--- src/rtl/note_sequencer.sv ---
// note_sequencer: record/playback engine for keyboard note events.
// Key make/break pulses record note, octave and held duration (in ticks)
// into a DEPTH-entry store. play_start replays the store one-shot, or in a
// loop while loop_en is high.
// Optional feature macro: SEQ_TRANSPOSE_EN adds a signed 2-bit transpose
// input that is applied to the octave during playback.
// Handshake: every command input is a 1-cycle pulse sampled on the rising
// clk edge. There is no back-pressure, and a command that is illegal in the
// current state is dropped. Outputs are registered.
module note_sequencer #(
  parameter int DEPTH    = 16,
  parameter int ADDR_W   = 4,
  parameter int DUR_W    = 8,
  parameter int TICK_DIV = 500000
) (
  input  logic              clk,
  input  logic              reset,
  input  logic [3:0]        note_in,
  input  logic [1:0]        octave_in,
  input  logic              rec_strobe,
  input  logic              rec_release,
  input  logic              play_start,
  input  logic              play_stop,
  input  logic              clear,
  input  logic              loop_en,
`ifdef SEQ_TRANSPOSE_EN
  input  logic [1:0]        transpose,
`endif
  output logic [3:0]        note_out,
  output logic [1:0]        octave_out,
  output logic              note_valid,
  output logic [1:0]        state,
  output logic [ADDR_W:0]   count,
  output logic [ADDR_W-1:0] play_idx,
  output logic              full
);

  localparam logic [1:0] ST_IDLE = 2'd0;
  localparam logic [1:0] ST_HOLD = 2'd1;
  localparam logic [1:0] ST_PLAY = 2'd2;

  localparam int PW = $clog2(TICK_DIV);
  localparam logic [PW-1:0]     PRESC_LAST = PW'(TICK_DIV - 1);
  localparam logic [PW-1:0]     PRESC_ONE  = PW'(1);
  localparam logic [DUR_W-1:0]  DUR_MAX    = '1;
  localparam logic [DUR_W-1:0]  DUR_ONE    = DUR_W'(1);
  localparam logic [ADDR_W:0]   CNT_ONE    = (ADDR_W+1)'(1);
  localparam logic [ADDR_W:0]   DEPTH_C    = (ADDR_W+1)'(DEPTH);
  localparam logic [ADDR_W-1:0] IDX_ONE    = ADDR_W'(1);

  logic [3:0]       mem_note [DEPTH];
  logic [1:0]       mem_oct  [DEPTH];
  logic [DUR_W-1:0] mem_dur  [DEPTH];

  logic [PW-1:0]     presc;
  logic              tick;
  logic [DUR_W-1:0]  dur;
  logic [DUR_W-1:0]  remaining;
  logic [DUR_W-1:0]  close_dur;
  logic [ADDR_W:0]   count_inc;
  logic              more_entries;
  logic [ADDR_W-1:0] ld_idx;
  logic [3:0]        ld_note;
  logic [1:0]        ld_oct;
  logic [DUR_W-1:0]  ld_dur;
  logic              do_open;
  logic              do_close;
  logic [ADDR_W-1:0] open_addr;

  assign tick         = (state != ST_IDLE) && (presc == PRESC_LAST);
  assign count_inc    = count + CNT_ONE;
  assign full         = (count == DEPTH_C);
  // A zero-length entry would never sound, so the shortest stored duration is one tick.
  assign close_dur    = (dur == '0) ? DUR_ONE : dur;
  assign more_entries = (((ADDR_W+1)'(play_idx)) + CNT_ONE) < count;
  // Entry 0 on play_start and on wrap; otherwise the next entry.
  assign ld_idx       = (state == ST_PLAY && more_entries) ? play_idx + IDX_ONE : '0;
  assign ld_note      = mem_note[ld_idx];
  assign ld_dur       = mem_dur[ld_idx];

`ifdef SEQ_TRANSPOSE_EN
  // Octave of the entry being loaded, shifted by transpose and clamped to 0..3.
  always_comb begin
    int sum;
    sum = int'(mem_oct[ld_idx]) + int'($signed(transpose));
    if (sum < 0)      ld_oct = 2'd0;
    else if (sum > 3) ld_oct = 2'd3;
    else              ld_oct = 2'(sum);
  end
`else
  assign ld_oct = mem_oct[ld_idx];
`endif

  // Decide when an entry is opened (note/octave written) or closed (duration written).
  always_comb begin
    do_open   = 1'b0;
    do_close  = 1'b0;
    open_addr = count[ADDR_W-1:0];
    case (state)
      ST_IDLE: begin
        if (!clear && !(play_start && count != '0) && rec_strobe && !full)
          do_open = 1'b1;
      end
      ST_HOLD: begin
        if (!play_stop) begin
          if (rec_release) begin
            do_close = 1'b1;
          end else if (rec_strobe) begin
            do_close = 1'b1;
            if (count_inc < DEPTH_C) begin
              do_open   = 1'b1;
              open_addr = count_inc[ADDR_W-1:0];
            end
          end
        end
      end
      default: ;
    endcase
  end

  // Entry storage: synchronous writes, no reset needed.
  always_ff @(posedge clk) begin
    if (do_open) begin
      mem_note[open_addr] <= note_in;
      mem_oct[open_addr]  <= octave_in;
    end
    if (do_close)
      mem_dur[count[ADDR_W-1:0]] <= close_dur;
  end

  // Control FSM, tick prescaler, duration counters and registered outputs.
  always_ff @(posedge clk or negedge reset) begin
    if (!reset) begin
      state      <= ST_IDLE;
      count      <= '0;
      play_idx   <= '0;
      note_out   <= '0;
      octave_out <= '0;
      note_valid <= 1'b0;
      presc      <= '0;
      dur        <= '0;
      remaining  <= '0;
    end else begin
      if (state == ST_IDLE || tick) presc <= '0;
      else                          presc <= presc + PRESC_ONE;
      case (state)
        ST_IDLE: begin
          if (clear) begin
            count <= '0;
          end else if (play_start && count != '0) begin
            state      <= ST_PLAY;
            play_idx   <= '0;
            presc      <= '0;
            note_out   <= ld_note;
            octave_out <= ld_oct;
            remaining  <= ld_dur;
            note_valid <= 1'b1;
          end else if (do_open) begin
            state      <= ST_HOLD;
            dur        <= '0;
            presc      <= '0;
            note_out   <= note_in;
            octave_out <= octave_in;
            note_valid <= 1'b1;
          end
        end
        ST_HOLD: begin
          if (tick && dur != DUR_MAX) dur <= dur + DUR_ONE;
          if (play_stop) begin
            state      <= ST_IDLE;
            note_out   <= '0;
            octave_out <= '0;
            note_valid <= 1'b0;
          end else if (do_close) begin
            count <= count_inc;
            if (do_open) begin
              dur        <= '0;
              presc      <= '0;
              note_out   <= note_in;
              octave_out <= octave_in;
            end else begin
              state      <= ST_IDLE;
              note_out   <= '0;
              octave_out <= '0;
              note_valid <= 1'b0;
            end
          end
        end
        ST_PLAY: begin
          if (play_stop) begin
            state      <= ST_IDLE;
            note_out   <= '0;
            octave_out <= '0;
            note_valid <= 1'b0;
          end else if (tick) begin
            if (remaining > DUR_ONE) begin
              remaining <= remaining - DUR_ONE;
            end else if (more_entries || loop_en) begin
              play_idx   <= ld_idx;
              note_out   <= ld_note;
              octave_out <= ld_oct;
              remaining  <= ld_dur;
            end else begin
              state      <= ST_IDLE;
              note_out   <= '0;
              octave_out <= '0;
              note_valid <= 1'b0;
            end
          end
        end
        default: state <= ST_IDLE;
      endcase
    end
  end

endmodule

--- config.mk ---
export PLATFORM = sky130hd
export DESIGN_NAME = note_sequencer
export DESIGN_NICKNAME = d
export VERILOG_FILES = /design/src/rtl/note_sequencer.sv
export SDC_FILE = /design/constraint.sdc
export NUM_CORES = 1
export LEC_CHECK = 0
export ABC_AREA = 1
export BUFFER_PORTS_ARGS = -buffer_cell sky130_fd_sc_hd__buf_4
export CAP_MARGIN = 20
export CORE_MARGIN = 5
export CORE_UTILIZATION = 65
export CTS_BUF_LIST = sky130_fd_sc_hd__clkbuf_8
export DETAILED_ROUTE_END_ITERATION = 16
export PLACE_DENSITY = 0.83
export SYNTH_ARGS = -nofsm -noshare
export SYNTH_HDL_FRONTEND = slang
export SYNTH_SLANG_ARGS = --single-unit
--- constraint.sdc ---
create_clock -name clk -period 5.5 [get_ports clk]
set_clock_uncertainty 0.2 [all_clocks]
set_input_delay 0.275 -clock clk [delete_from_list [all_inputs] [get_ports clk]]
set_output_delay 0.275 -clock clk [all_outputs]
set_load 0.05 [all_outputs]
==> flow_metrics.env <==
export IMPL_die_y_um=149.4
export IMPL_grt_pass1_wl_mm=47.56
export IMPL_avgSynthCellArea_um2=10.53
export IMPL_coreArea_um2=19270
export IMPL_ys_warn_count=0
export IMPL_clockPowerShare_pct=32.2
export IMPL_synth_seq_cells=277
export IMPL_drt_pass1_iter_count=6
export IMPL_ys_types=40
export IMPL_via_count=9323
export IMPL_syn_to_final_growth_pct=10.64
export IMPL_num_rows=51
export IMPL_fmax_mhz=216.5
export IMPL_drive_gt1_share_pct=11.70
export IMPL_clock_path_buffers=3
export IMPL_syn_inst=1200
export IMPL_powerDensity_nw_per_um2=363.8
export IMPL_rsz0062_at_grt="no"
export IMPL_cts_sinks=277
export IMPL_grt_pass1_vias=8892
export IMPL_p_switching_w=0.001587
export IMPL_overflow=0
export IMPL_async_reset_ff_share_pct=19.13
export IMPL_cts_root_buf="clkbuf_8"
export IMPL_syn_area_um2=12630
export IMPL_maxCapViolations=0
export IMPL_boundaryPins=33
export IMPL_fin_setup_tns_ns=0
export IMPL_diodes=0
export IMPL_hold_path_class="input port to async pin"
export IMPL_period_share_pct=83.98
export IMPL_nNetsFinal=1273
export IMPL_worstSetupStartpointType="register"
export IMPL_synthFlopType="edfxtp_1"
export IMPL_peakVddDrop_mv=0.2776
export IMPL_critPathCaptureType="register"
export IMPL_p_seq_share_pct=48.2
export IMPL_final_common_cell="nand2_1"
export IMPL_routed_via_density=6.058
export IMPL_die_x_um=149.4
export IMPL_fill_cells=1314
export IMPL_hpwl_mm=19.55
export IMPL_sw_frac_of_total_pct=31.22
export IMPL_tightest_slew_ns=0.9246
export IMPL_period_needed_ns=4.619
export IMPL_drcViolationCount=0
export IMPL_worst_setup_path_type="register to register"
export IMPL_ys_seq_area_share_pct=63.75
export IMPL_p_total_w=0.005084
export IMPL_ant_nets=0
export IMPL_p_int_w=0.003497
export IMPL_tritoncts="done"
export IMPL_synth_edf_count=224
export IMPL_slew_headroom_pct=38.13
export IMPL_htreeDepth=2
export IMPL_cp_required_ns=5.76
export IMPL_drt_total_wl_mm=30.38
export IMPL_cts_setup_buffers=0
export IMPL_grt_max_degree=64
export IMPL_grt_usage_pct=27.75
export IMPL_start_util_pct=65.55
export IMPL_combinationalPowerShare_pct=19.6
export IMPL_gp_congestion=0.9191
export IMPL_path_max_fanout=49
export IMPL_drt_iter0_markers=1241
export IMPL_mostFrequentLayoutCells="228 x nand2_1, 224 x edfxtp_1, 137 x nor2_1"
export IMPL_antenna_found_initial=0
export IMPL_status="finished clean"
export IMPL_hold_viol_final=0
export IMPL_die_area_um2=22320
export IMPL_routedWlPerCell_um=19.74
export IMPL_finalMaxSlewViolations=0
export IMPL_clk_pin_slew_worst_paths_ns=0.07
export IMPL_io_buffers=32
export IMPL_arrival_ns=4.87
export IMPL_cts_buffers=44
export IMPL_clock_latency_ns=0.56
export IMPL_syn_nets=1232
export IMPL_final_setup_viol_count=0
export IMPL_hold_ws_ns=0.1186
export IMPL_p_leak_nw=5.466
==> registers in the layout (all words and copies together), names as in the netlist, 4 cells and up <==
register   flops
count          5
dur            8
mem_dur      128
mem_note      64
mem_oct       32
note_out       4
play_idx       4
presc         19
remaining      8
==> metrics by stage <==
step                std cells  utilization (%)  worst slack (ns)  cell area [um^2]
floorplan                1200                -             2.340             12630
global placement         1449            67.65             1.136             13040
detailed placement       1449            67.65             1.064             13040
CTS                      1536            72.34             1.020             13940
global route             1539            72.52            0.4640             13980
finish                   1539            72.52            0.8813             13980
==> worst max-delay path, cell delays in order (launching register included) <==
cell	delay [ns]
dfrtp_1	0.89
nand3_1	0.18
xor2_1	0.32
inv_1	0.09
ha_1	0.30
nand2_1	0.06
inv_1	0.04
nand2_1	0.05
nand2_1	0.07
nor2_4	0.53
nand3_4	0.37
buf_4	0.42
nand2_1	0.16
nand3_1	0.13
nand3_1	0.14
nand3_1	0.11
nand2_1	0.11
nand2_1	0.07
nand2_1	0.08
nand2_1	0.05
nand2_1	0.06
nand2_1	0.06
==> cells by family (layout without fill, tap and decap cells) <==
group | after synthesis | in the layout | share of synthesized area (%)
and+or+nand+nor | 592 | 592 | 20.93
DFF | 277 | 277 | 63.75
buffers and inverters | 159 | 233 | 5.012
AOI/OAI and AO/OA | 138 | 138 | 7.419
adders and majority gates | 18 | 18 | 1.783
xor gates and xnor gates | 16 | 16 | 1.109
==> cell usage after synthesis, types with 14 or more instances <==
master | number | area [um^2]
a21oi_1 | 24 | 120.1
buf_2 | 19 | 95.09
clkbuf_1 | 34 | 127.6
dfrtp_1 | 53 | 1326
edfxtp_1 | 224 | 6726
ha_1 | 18 | 225.2
inv_1 | 95 | 356.6
nand2_1 | 228 | 855.8
nand3_1 | 131 | 655.6
nand4_1 | 34 | 212.7
nor2_1 | 137 | 514.2
nor3_1 | 18 | 90.09
o211ai_1 | 31 | 232.7
o21ai_0 | 35 | 175.2
o221ai_1 | 32 | 280.3
or2_2 | 23 | 143.9
xor2_1 | 14 | 122.6
==> power by group through the flow <==
stage | Sequential [W] | Combinational (W) | Clock [W]
finish | 0.00245 | 0.000997 | 0.00164
global route | 0.00246 | 0.00109 | 0.00177
CTS | 0.00245 | 0.000979 | 0.00165
detailed placement | 0.00249 | 0.000970 | 0
global placement | 0.00248 | 0.000947 | 0
floorplan | 0.00258 | 0.000610 | 0
==> layout make-up <==
cell class              instances  area [um^2]  area share (%)
repair buffers                 54        437.9           3.133
clock inverters                31        162.7           1.164
flip-flops and latches        277         8053           57.62
inverters                     100        376.6           2.695
multi-input cells             764         3954           28.29
well taps                     265        331.6           2.372
clock buffers                  48        660.6           4.727
==> worst paths after layout <==
kind | start | end | slack, ns | cells past startpoint
worst min-delay path | reset | octave_out[1] | 0.12 | 2
worst min register to register | presc[0] | presc[0] | 0.26 | 1
worst max-delay path | play_idx[0] | note_out[2] | 0.88 | 21
min in group clk | rec_release | count[4] | 0.12 | 6
worst max register to register | play_idx[0] | note_out[2] | 0.88 | 21
max in group asynchronous | reset | remaining[5] | 4.50 | 2
==> metal layers <==
layer  up-vias  global-route usage, %  wire length [um]
met4         0                  9.931               862
met3        78                  7.991              3572
met5         -                      0                 0
met2       590                  42.47             14090
met1      4362                  38.56             11860
li1       4293                      -                 -
==> timing repair <==
action	in CTS	in global routing
endpoints found under the hold margin	155	0
gates resized for setup	0	0
hold buffers	8	0
setup endpoints to repair	0	0
(Power assumes the default switching activity.)
